==> config.mk <==
export PLATFORM = sky130hd
export DESIGN_NAME = link_parameter_loader
export DESIGN_NICKNAME = d
export VERILOG_FILES = /design/src/rtl/link_parameter_loader.sv
export SDC_FILE = /design/constraint.sdc
export NUM_CORES = 1
export LEC_CHECK = 0
export CORE_ASPECT_RATIO = 1.25
export CORE_MARGIN = 4
export CORE_UTILIZATION = 54
export CTS_CLUSTER_DIAMETER = 100
export DETAILED_ROUTE_END_ITERATION = 7
export MAX_ROUTING_LAYER = met4
export PLACE_DENSITY_LB_ADDON = 0.3
export SLEW_MARGIN = 20
export SYNTH_ARGS = -nofsm -noshare
export SYNTH_HDL_FRONTEND = slang
export SYNTH_SLANG_ARGS = --single-unit
==> constraint.sdc <==
create_clock -name clk -period 2.88 [get_ports clk]
set_clock_uncertainty 0.15 [all_clocks]
set_input_delay 0.576 -clock clk [delete_from_list [all_inputs] [get_ports clk]]
set_output_delay 0.576 -clock clk [all_outputs]
set_load 0.005 [all_outputs]
==> src/rtl/link_parameter_loader.sv <==
// Head of the per-link parameter shift chain: unpacks host words into
// {boundary, weight} entries and shifts exactly NUM_LINKS of them into the link chain.
module link_parameter_loader #(
    parameter int NUM_LINKS = 64,
    parameter int MAX_WEIGHT = 2,
    parameter int IN_WIDTH = 32,
    localparam int LINK_BIT_WIDTH = $clog2(MAX_WEIGHT + 1),
    localparam int ENTRY_WIDTH = LINK_BIT_WIDTH + 2,
    localparam int ENTRIES_PER_WORD = IN_WIDTH / ENTRY_WIDTH
) (
    input  logic                      clk,
    input  logic                      reset,
    input  logic                      start,
    input  logic [IN_WIDTH-1:0]       in_data,
    input  logic                      in_valid,
    output logic                      in_ready,
    output logic [LINK_BIT_WIDTH-1:0] chain_weight_out,
    output logic [1:0]                chain_boundary_out,
    output logic                      chain_shift,
    output logic                      busy,
    output logic                      done,
    output logic                      param_error
);

    localparam int CW = $clog2(NUM_LINKS + 1);
    localparam int SW = (ENTRIES_PER_WORD > 1) ? $clog2(ENTRIES_PER_WORD) : 1;
    localparam logic [SW-1:0] LAST_SLOT = SW'(ENTRIES_PER_WORD - 1);
    localparam logic [CW-1:0] LAST_COUNT = CW'(NUM_LINKS - 1);
    localparam logic [LINK_BIT_WIDTH-1:0] MAX_W = LINK_BIT_WIDTH'(MAX_WEIGHT);

    typedef enum logic [1:0] {IDLE, RUN, FINISH} state_t;

    state_t              state_q, state_d;
    logic [IN_WIDTH-1:0] buf_q, buf_d;
    logic                buf_valid_q, buf_valid_d;
    logic [SW-1:0]       slot_q, slot_d;
    logic [CW-1:0]       count_q, count_d;
    logic                err_q, err_d;

    logic [ENTRY_WIDTH-1:0]    slots [ENTRIES_PER_WORD];
    logic [ENTRY_WIDTH-1:0]    cur_entry;
    logic [LINK_BIT_WIDTH-1:0] cur_weight;
    logic                      over_weight;
    logic                      shift;
    logic                      last_shift;
    logic                      accept;

    always_comb begin
        for (int k = 0; k < ENTRIES_PER_WORD; k++) begin
            slots[k] = buf_q[k*ENTRY_WIDTH +: ENTRY_WIDTH];
        end
    end

    // Valid/ready: a word transfers on any edge where in_valid && in_ready; in_ready
    // never depends on in_valid, and in_data must be stable while in_valid is high.
    always_comb begin
        cur_entry   = slots[slot_q];
        cur_weight  = cur_entry[LINK_BIT_WIDTH-1:0];
        over_weight = cur_weight > MAX_W;
        shift       = (state_q == RUN) && buf_valid_q;
        last_shift  = shift && (count_q == LAST_COUNT);
        in_ready    = (state_q == RUN) &&
                      (!buf_valid_q || ((slot_q == LAST_SLOT) && shift && !last_shift));
        accept      = in_ready && in_valid;
    end

    always_comb begin
        state_d     = state_q;
        buf_d       = buf_q;
        buf_valid_d = buf_valid_q;
        slot_d      = slot_q;
        count_d     = count_q;
        err_d       = err_q;
        case (state_q)
            IDLE: begin
                if (start) begin
                    state_d     = RUN;
                    buf_valid_d = 1'b0;
                    slot_d      = '0;
                    count_d     = '0;
                    err_d       = 1'b0;
                end
            end
            RUN: begin
                if (shift) begin
                    count_d = count_q + CW'(1);
                    if (over_weight) begin
                        err_d = 1'b1;
                    end
                    if (last_shift) begin
                        // Unused slots of the final word are dropped here.
                        state_d     = FINISH;
                        buf_valid_d = 1'b0;
                        slot_d      = '0;
                    end else if (slot_q == LAST_SLOT) begin
                        slot_d      = '0;
                        buf_valid_d = accept;
                        if (accept) begin
                            buf_d = in_data;
                        end
                    end else begin
                        slot_d = slot_q + SW'(1);
                    end
                end else if (accept) begin
                    buf_d       = in_data;
                    buf_valid_d = 1'b1;
                    slot_d      = '0;
                end
            end
            FINISH: begin
                state_d = IDLE;
            end
            default: begin
                state_d = IDLE;
            end
        endcase
    end

    always_ff @(posedge clk) begin
        if (reset) begin
            state_q     <= IDLE;
            buf_q       <= '0;
            buf_valid_q <= 1'b0;
            slot_q      <= '0;
            count_q     <= '0;
            err_q       <= 1'b0;
        end else begin
            state_q     <= state_d;
            buf_q       <= buf_d;
            buf_valid_q <= buf_valid_d;
            slot_q      <= slot_d;
            count_q     <= count_d;
            err_q       <= err_d;
        end
    end

    // The head entry is forced to zero whenever the chain is not capturing.
    always_comb begin
        chain_shift        = shift;
        chain_weight_out   = shift ? (over_weight ? MAX_W : cur_weight) : '0;
        chain_boundary_out = shift ? cur_entry[ENTRY_WIDTH-1 -: 2] : 2'b00;
        busy               = (state_q != IDLE);
        done               = (state_q == FINISH);
        param_error        = err_q;
    end

endmodule

# --- Word level (Yosys, flattened, before mapping) ---
# Index checks and enable logic that the tools add are counted.
totals:
  out_inout_bits: 9
  word_cells: 73
  register_bits: 46
classes:
  n_eq_ne: 12
  mux: 32
  order_cmp: 2
  n_addsub: 2
  n_reduce_logical: 18
  n_bitwise: 1
op_table:
  columns: ["operator", "n"]
  rows:
  - ["two-way mux 32 bit", 4]
  - ["two-way mux 3 bit", 5]
  - ["two-way mux 7 bit", 2]
  - ["one-hot mux 7 bit (2 select lines)", 1]
  - ["binary-select mux 4 bit (select 3 bit)", 1]
  - ["two-way mux 2 bit", 6]
  - ["AND reduction 3 bit", 4]
  - ["inequality test 2 bit (second input constant)", 5]
  - ["two-way mux 4 bit", 2]
  - ["AND reduction 4 bit", 2]
  - ["adder 7 x 1 -> 7 bit (second input constant)", 1]
  - ["equality test 7 x 6 -> 1 bit (second input constant)", 1]
  - ["two-way mux 1 bit", 7]
  - ["logical AND 1 bit", 6]
  - ["one-hot mux 3 bit (2 select lines)", 1]
  - ["greater-or-equal comparator 4 bit (second input constant)", 1]
  - ["inequality test 4 x 3 -> 1 bit (second input constant)", 1]
  - ["inverter 3 -> 4 bit", 1]
  - ["one-hot mux 1 bit (2 select lines)", 2]
  - ["one-hot mux 2 bit (2 select lines)", 1]
  - ["nonzero test 2 bit", 2]
  - ["adder 3 x 1 -> 3 bit (second input constant)", 1]
  - ["equality test 3 bit (second input constant)", 1]
  - ["inequality test 3 bit (second input constant)", 1]
  - ["other kinds (7)", 8]

# --- Depth between registers and ports, before layout ---
# Gate-level depths: netlist of the first run.
depth:
  ltp_word: 12
  ltp_mapped: 7

# --- Worst setup path before layout of the first run ---
# No wires, ideal clock.
synth_path:
  kind: "reg-to-output"
  from: "register slot_q[0]"
  to: "output port chain_weight_out[0]"
  t_required_ns: 2.154
  stages_incl_launch_ff: 5
  t_arrival_ns: 1.401
  setup_slack_ns: 0.753
  cell_sequence: "dfxtp_1 > buf_6 > mux4_2 > mux2i_1 > nor3b_1"
synth_between:
  elab_chain_len: 7
synth_lines:
  columns: ["item", "line", "source"]
  rows:
  - ["from (decl)", "36", "logic [SW-1:0] slot_q, slot_d;"]
  - ["from (signal assigned)", "131", "slot_q <= slot_d;"]
  - ["inverter 3 -> 4 bit (implied by the code) *", "57", "cur_entry = slots[slot_q];"]
  - ["binary-select mux 4 bit (select 3 bit) *", "57", null]
  - ["two-way mux 4 bit (implied by the code) * (2 in a row)", "57", null]
  - ["greater-than comparator 2 bit", "59", "over_weight = cur_weight > MAX_W;"]
  - ["two-way mux 2 bit * (2 in a row)", "140", "chain_weight_out = shift ? (over_weight ? MAX_W : cur_weight) : '0;"]
  - ["to (decl)", "17", "output logic [LINK_BIT_WIDTH-1:0] chain_weight_out,"]
# Every way passes the cells marked *; elsewhere a longest branch is shown, timed or not. The select of a mux whose other input is x is not followed.

# --- Worst setup path after layout of the first run ---
layout_path:
  from: "register slot_q[0]"
  to: "output port in_ready"
layout_between:
  elab_chain_len: 5
layout_lines:
  columns: ["item", "line", "source"]
  rows:
  - ["equality test 3 bit", "63", "(!buf_valid_q || ((slot_q == LAST_SLOT) && shift && !last_shift));"]
  - ["logical AND 1 bit (2 in a row)", "63", null]
  - ["logical OR 1 bit", "63", null]
  - ["logical AND 1 bit", "62", "in_ready = (state_q == RUN) &&"]
  - ["to (decl)", "16", "output logic in_ready,"]
# No other way between the ends.

==> results.md, run 1 <==
- The aggregate negative setup slack is 0 ns.
- The tree is rooted in a sky130_fd_sc_hd__clkbuf_8.
- The largest stage delay on the critical path is between 0.4 and 0.5 ns.
- In the final layout, the share of cells above drive strength 1 is 12.9%.
- The maximum number of pins on one net before global-route repair is 34.
- Once the clock tree was built, the setup fixing pass inserted 0 buffers.
- In the synthesized netlist the dominant register cell turns out to be sky130_fd_sc_hd__dfxtp_1.
- Registers take around 930 um^2.
- The synthesized design contains 0 enable-type register cells.
- The number of warnings issued by yosys is 0.
- The number of routed nets with antenna violations is 0.
- Across the VDD grid, the largest voltage drop is about 0.00032 V.
- The worst hold path begins at buf_q[26].
- The first global-routing pass estimated ~7500 um of wire.
- The count of endpoints failing setup in the final report is 0.
- The global placement routability congestion is 0.888.
- The initial antenna violation count is 0.
- The number of buffers added by the clock tree synthesis step is 5.
- The worst setup path is captured at an output port.
- The flow ran to the end, and the final reports show no timing, DRC or antenna violations.
- For this run, the post-layout net count is around 320.
- In this run the tightest slew margin relative to its limit is between 60 and 70%.
- In the routed design, unresolved DRC markers number 0.
- TritonCTS built the clock tree.
- The final cycle utilization of the critical path is slightly below 100%.
- The initial utilization of the core area, before any placement, comes to between 50% and 60%.
- After clock tree synthesis, the clock-pin slew on the worst setup and hold paths is roughly 0.08 ns.
- The number of sinks on the clock net is 46.
- Summing all multi-input logic gate instances after layout gives 0.00109 mm^2.
- The cell class contributing the biggest share of worst-path delay is buffers and inverters.
- The share of synthesized area in the top cell type comes to between 40% and 50%.
- The finished cells cover roughly 0.0027 mm^2.
- The total count of max-transition violations in the final report is 0.
- By area the synthesized netlist is led by sky130_fd_sc_hd__dfxtp_1 44%, sky130_fd_sc_hd__nand2_1 12%, sky130_fd_sc_hd__mux4_2 8.5%, sky130_fd_sc_hd__a21oi_1 7.6%, sky130_fd_sc_hd__a21oi_2 2.5%.
- The maximum achievable frequency is 358 MHz.
- In this run the deepest clock path goes through 2 buffers.
- The number of unique standard cell types used by synthesis is 38.
- In this design, the critical path's most frequently occurring cell is sky130_fd_sc_hd__ha_1.
- Among all stages on the critical path, the largest delay is contributed by sky130_fd_sc_hd__clkdlybuf4s50_1.
- The cell area that synthesis handed to floorplanning was between 0.002 and 0.0025 mm^2.
- The first element of the critical path is slot_q[0].
- The horizontal die dimension is around 64 um.
- The clock latency of the later-clocked register in the worst-skew pair is about 0.29 ns.
- The most repeated cell in the gate-level netlist after synthesis is sky130_fd_sc_hd__nand2_1.
- The signal on the critical path passes through buf_4 -> ha_1 -> ha_1 -> or2b_1 -> o211a_1 -> clkdlybuf4s50_1.
- In this run the static leakage power is around 0.00094 uW.
- The via-per-instance ratio is between 5 and 6.
- The routed wire length is 4490 um.
- Data on the critical path arrives at its endpoint at just over 2 ns.
- The via count of the first global-routing pass came to 1726.
- A synthesized cell averages between 8 and 9 um^2.
- The floorplan step defined a die boundary enclosing about 0.005 mm^2.
- Synthesis inferred 46 register bits.
- The critical path is of the reg2out type.
- In the synthesized netlist the async set-or-reset flop fraction comes to 0%.
- The initial detailed-routing violation count is a little over 80.
- The critical path contains buffers and inverters numbering 2 combined.
- Setup repair after global routing left no endpoint under its margin.
- The synthesized net count is about 280.
- The core region is approximately 0.0038 mm^2.
- The largest total area in the synthesized netlist belongs to sky130_fd_sc_hd__dfxtp_1.
- The antenna diode count is 0.
- The post-route minimum period is around 2.8 ns.
- Pin placement for this block handled between 40 and 50 I/O pins.
- Ranked by instance count, the synthesized netlist is headed by 70 x sky130_fd_sc_hd__nand2_1, 46 x sky130_fd_sc_hd__dfxtp_1, 32 x sky130_fd_sc_hd__a21oi_1, 11 x sky130_fd_sc_hd__nor2_1, 8 x sky130_fd_sc_hd__mux4_2.
- The worst setup path is launched from a flop.
- Summing the sequential cell areas from Yosys gives 43.6% of the chip area.
- The count of endpoints failing hold in the final timing report was 0.
- Global routing used 19.3% of the available tracks across all layers.
- The final global-route overflow total is 0.
- The sum of net half-perimeters after detailed placement is 3320 um.
- The post-place instance area is between 0.002 and 0.003 mm^2.
- The die is between 70 and 80 um tall.
- For the worst setup path, the data required time is 2.15 ns.
- The gate count of the mapped netlist is ~240.
- The power density over cell area is about 480 mW/mm^2.
- The count of max-cap constraint violations is 0.
- The maximum level of the CTS H-tree is 2.
- The launch instance of the worst register-to-register path is slot_q[0].
- In this run the worst hold path is classified as reg2reg.
- The total via count after detailed routing is approximately 1800.
- After floorplanning, the core was divided into 25 placement rows.
- The largest fanout on the critical path is 5.
- For the pin with the worst max-slew slack, the measured transition is roughly 0.57 ns.
- The count of port buffers added during placement is between 40 and 50.
- Dividing the detail-routed wire length by the instance count gives roughly 13 um.
- The number of fill cells is between 300 and 400.
- The number of iterations in the first detailed-routing pass is 4.
- From synthesis to final layout, the design area changed by 27.3%.
[worst paths after layout]
kind / end / depth (start not counted) / slack, ns
min: buf_q[26] / 2 / 0.31
max: in_ready / 6 / 0.09
max reg2reg: buf_q[19] / 8 / 0.77
min reg2reg: buf_q[26] / 2 / 0.31
[per-layer routing]
metal,up-vias,wire [um],global-route usage [%]
met2,43,2310,33.4
met5,-,0,-
met4,0,65,7.13
met1,844,1910,21.4
met3,8,205,4.63
li1,896,-,-
[kinds of logic (layout without fill, tap and decap cells)]
| kind of cell | after synthesis | count (layout) | synth area share [%] |
|---|---|---|---|
| muxes | 13 | 13 | 10.9 |
| buffers and inverters | 18 | 60 | 5.09 |
| xor gates and xnor gates | 4 | 4 | 1.66 |
| and+or+nand+nor | 104 | 104 | 22.2 |
| AOI/OAI and AO/OA | 50 | 50 | 14.8 |
| DFF | 46 | 46 | 43.6 |
| adders and majority gates | 3 | 3 | 1.78 |
[power breakdown]
group,total [uW],internal (uW),switching [uW]
registers,674,657,16.2
clock network,459,260,199
logic,151,85.2,65.4
total,1280,1000,281
[sequential cells by signal, indices dropped and copies added (netlist names)]
name	flops
slot_q	3
buf_valid_q	1
state_q	2
param_error	1
buf_q	32
count_q	7
[tightest hold or removal path: stages, from the launching register on]
cell and delay (ns):
sky130_fd_sc_hd__dfxtp_1 0.31, sky130_fd_sc_hd__nand2_1 0.05, sky130_fd_sc_hd__a21oi_1 0.05
[area by class of cell]
| cell class | instances | area share (%) |
|---|---|---|
| tap | 54 | 2.51 |
| clock inverter | 1 | 1.12 |
| sequential | 46 | 34.5 |
| inverter | 2 | 0.279 |
| multi-input combinational | 174 | 40.6 |
| clock buffer | 7 | 2.84 |
| timing repair buffer | 50 | 18.1 |
[through the flow]
step / cells / setup slack, ns / util [%] / power (uW) / hold WS (ns)
5_1_grt: 334 / 0.0300 / 71.0 / 1340 / 0.333
2_1_floorplan: 238 / 0.753 / - / 768 / 0.283
3_5_place_dp: 326 / 0.215 / 67.8 / 839 / 0.299
4_1_cts: 334 / 0.0227 / 70.8 / 1290 / 0.310
3_3_place_gp: 326 / 0.281 / 67.8 / 836 / 0.291
6_report: 334 / 0.0854 / 71.0 / 1280 / 0.310
[placed cells by master, fill, tap and decap left out, drive strengths merged, types with 2 or more instances in the layout]
cell,n
a21oi,38
buf,6
clkbuf,7
clkdlybuf4s50,43
dfxtp,46
ha,3
inv,2
mux2i,5
mux4,8
nand2,71
nand3,2
nand3b,2
nor2,11
nor2b,3
nor3,3
nor3b,5
nor4,2
o21ai,3
xnor2,4
[timing repair]
item,4_1_cts,5_1_grt
hold buffers,0,0
gates resized for setup,3,4
setup endpoints to repair,1,2
(Power assumes the default switching activity.)
==> run 2: changes to the inputs <==
Settings changed: CORE_UTILIZATION 54 to 30, CTS_CLUSTER_DIAMETER 100 to 50, GPL_ROUTABILITY_DRIVEN set to 0.
==> results.md, run 2 (synthesis gave the netlist of run 1 again) <==
- The library cell used as clock root buffer is sky130_fd_sc_hd__clkbuf_8 (unchanged).
- The maximum number of buffers from clock root to sink was 2 (unchanged).
- The total area of multi-input combinational cells came to 0.00110 mm^2 (was 0.00109 mm^2).
- The fraction of final layout cells sized beyond drive strength 1 is 14.1% (was 12.9%).
- The count of buffer and inverter cells on the critical path came to 2 (unchanged).
- The post-synthesis to final-layout area growth came to 29.9% (was 27.3%).
- The global-route wire length before repair came to 8250 um (was 7510 um).
- The total die area is 0.00845 mm^2 (was 0.00498 mm^2).
- The clock tree from TritonCTS is built (unchanged).
- The post-route minimum period is 2.74 ns (was 2.79 ns).
- The horizontal die dimension is 83.0 um (was 63.9 um).
- The cell with the largest stage delay on the worst path is sky130_fd_sc_hd__mux4_2 (was sky130_fd_sc_hd__clkdlybuf4s50_1).
- The antenna diode count was 0 (unchanged).
- Commonest cells after routing, fill and taps aside: 70 x sky130_fd_sc_hd__nand2_1, 45 x sky130_fd_sc_hd__dfxtp_1, 42 x sky130_fd_sc_hd__clkdlybuf4s50_1 (was 70 x sky130_fd_sc_hd__nand2_1, 43 x sky130_fd_sc_hd__dfxtp_1, 43 x sky130_fd_sc_hd__clkdlybuf4s50_1).
- The number of placement rows was 33 (was 25).
- The non-filler instance count after layout came to 370 (was 334).
- The final routed DRC violation total was 0 (unchanged).
- The class of the most critical hold timing path is reg2reg (unchanged).
- The endpoint class of the critical path is an output port (unchanged).
- The maximum number of pins on one net before global-route repair came to 42 (was 34).
- The number of placed instances with taps included came to 360 (was 326).
- The maximum achievable frequency is 365 MHz (was 358 MHz).
- The clock latency of the later-clocked register in the worst-skew pair was 0.30 ns (was 0.29 ns).
- Result of the run: finished clean (unchanged).
- The number of iterations in the first detailed-routing pass came to 4 (unchanged).
- The initial cell density of the core is 31.6% (was 55.8%).
- The routed wire length was 4930 um (was 4490 um).
- The number of sinks on the clock net is 46 (unchanged).
- The first element of the critical path is slot_q[0] (unchanged).
- The final global-route overflow total came to 0 (unchanged).
- The endpoint arrival time on the critical path is 2.01 ns (was 2.07 ns).
- The count of endpoints failing hold in the final timing report came to 0 (unchanged).
- The count of max-cap constraint violations is 0 (unchanged).
- The core area came to 0.00669 mm^2 (was 0.00378 mm^2).
- The initial detailed-routing violation count was 85 (was 82).
- The largest stage delay on the critical path is 0.51 ns (was 0.44 ns).
- The power density over cell area is 451 mW/mm^2 (was 477 mW/mm^2).
- The routed length per instance was 13.3 um (was 13.4 um).
- The cell class contributing the biggest share of worst-path delay is multiplexers (was buffers and inverters).
- Regs by FF count: buf_q (32), count_q (7), slot_q (3) (unchanged).
- Crit path cell chain: buf_4 -> mux4_2 -> mux2i_1 -> nor2_1 -> clkdlybuf4s50_1 (was buf_4 -> ha_1 -> ha_1 -> or2b_1 -> o211a_1 -> clkdlybuf4s50_1).
- The via count of the first global-routing pass was 1673 (was 1726).
- The initial antenna violation count is 0 (unchanged).
- The number of nets in the finished design is 321 (was 318).
- The final cycle utilization of the critical path is 95.1% (was 97.0%).
- The count of endpoints failing setup in the final report is 0 (unchanged).
- The number of fill cells was 692 (was 314).
- The via-per-instance ratio was 4.73 (was 5.36).
- The area taken by flip-flops and latches is 925 um^2 (was 927 um^2).
- The number of flip-flops in the largest register is 32 (unchanged).
- The transition time at the pin with the least slew margin is 0.556 ns (was 0.573 ns).
- The final design area excluding fillers came to 0.00274 mm^2 (was 0.00269 mm^2).
- The required time of the critical path was 2.15 ns (about the same).
- The total count of max-transition violations in the final report is 0 (unchanged).
- The number of routed nets with antenna violations is 0 (unchanged).
- The count of pins on the block boundary is 45 (unchanged).
- The static power due to leakage is 0.000956 uW (was 0.000936 uW).
- The maximum VDD drop came to 0.000217 V (was 0.000325 V).
- The vertical die dimension is 102 um (was 77.9 um).
- The sum of net half-perimeters after detailed placement is 3590 um (was 3320 um).
- The kind of launch point of the worst setup path is a flop (unchanged).
- The startpoint of the most critical hold path is buf_q[27] (was buf_q[26]).
- The aggregate negative setup slack is 0 ns (unchanged).
- The launch instance of the worst register-to-register path is slot_q[0] (unchanged).
- The clock-pin slew on the worst setup and hold paths is 0.09 ns (was 0.08 ns).
- The worst slew slack as a fraction of its limit was 62.7% (was 61.7%).
- The maximum level of the CTS H-tree is 2 (unchanged).
- The category of the critical setup timing path is reg2out (unchanged).
- The register with the highest flop count is buf_q (unchanged).
- The total power of the final layout came to 1240 uW (was 1280 uW).
- The count of port buffers added during placement is 44 (unchanged).
- The leading cell type in the layout, fill and taps excluded is sky130_fd_sc_hd__nand2_1 (unchanged).
- The number of buffers added by the clock tree synthesis step is 5 (unchanged).
- The total via count after detailed routing came to 1751 (was 1791).
- Unrepaired setup endpoints after global routing: false (unchanged).
- The post-place instance area is 0.00261 mm^2 (was 0.00256 mm^2).
- The largest fanout on the critical path is 5 (unchanged).
- The global-route usage over all layers was 12.5% (was 19.3%).
run 2: final timing paths:
check | endpoint | slack [ns] | depth (start not counted)
worst max-delay path | chain_boundary_out[1] | 0.14 | 5
worst min-delay path | buf_q[27] | 0.31 | 2
worst max register to register | buf_q[3] | 0.66 | 9
worst min register to register | buf_q[27] | 0.31 | 2
run 2: worst min-delay path: cells and delay by family (launching register included):
family	cells	cell delay, ns
flip-flops	1	0.32
AO/OA/AOI/OAI	1	0.05
AND/OR/NAND/NOR	1	0.05
run 2: power by group:
group / switching, uW / internal, uW
Clock: 235 / 175
Combinational: 68.0 / 86.1
Sequential: 16.4 / 658
Total: 319 / 919
run 2: cell type report:
class / count / area share, %
clock inverters: 3 / 0.912
repair buffers: 53 / 18.7
multi-input cells: 174 / 39.9
clock buffers: 5 / 2.51
well taps: 87 / 3.97
flip-flops and latches: 46 / 33.7
inverters: 2 / 0.274
run 2: stage by stage:
step / setup WS, ns / hold WS [ns] / util, %
floorplan: 0.753 / 0.283 / -
finish: 0.140 / 0.307 / 41.0
detailed placement: 0.250 / 0.296 / 39.1
CTS: 0.0106 / 0.309 / 40.6
global route: 0.0246 / 0.332 / 41.0
global placement: 0.243 / 0.290 / 39.1
run 2: routing by layer:
metal	vias to the layer above	global-route usage (%)	share of wire, %
li1	905	-	-
met1	803	16.2	50
met2	35	18.8	45
met3	8	3.23	3.7
met4	0	4.91	2.2
met5	-	-	0
run 2: what timing repair did:
item / CTS / global route
hold buffers: 0 / 0
resized for setup: 2 / 5
buffers inserted: 0 / 2
endpoints found under the setup margin: 1 / 2
==> run 3: changes to the inputs <==
Settings changed: CAP_MARGIN set to 30.
==> results of run 3 <==
Same layout as run 2: the final DEF is identical, and so are final timing and power.
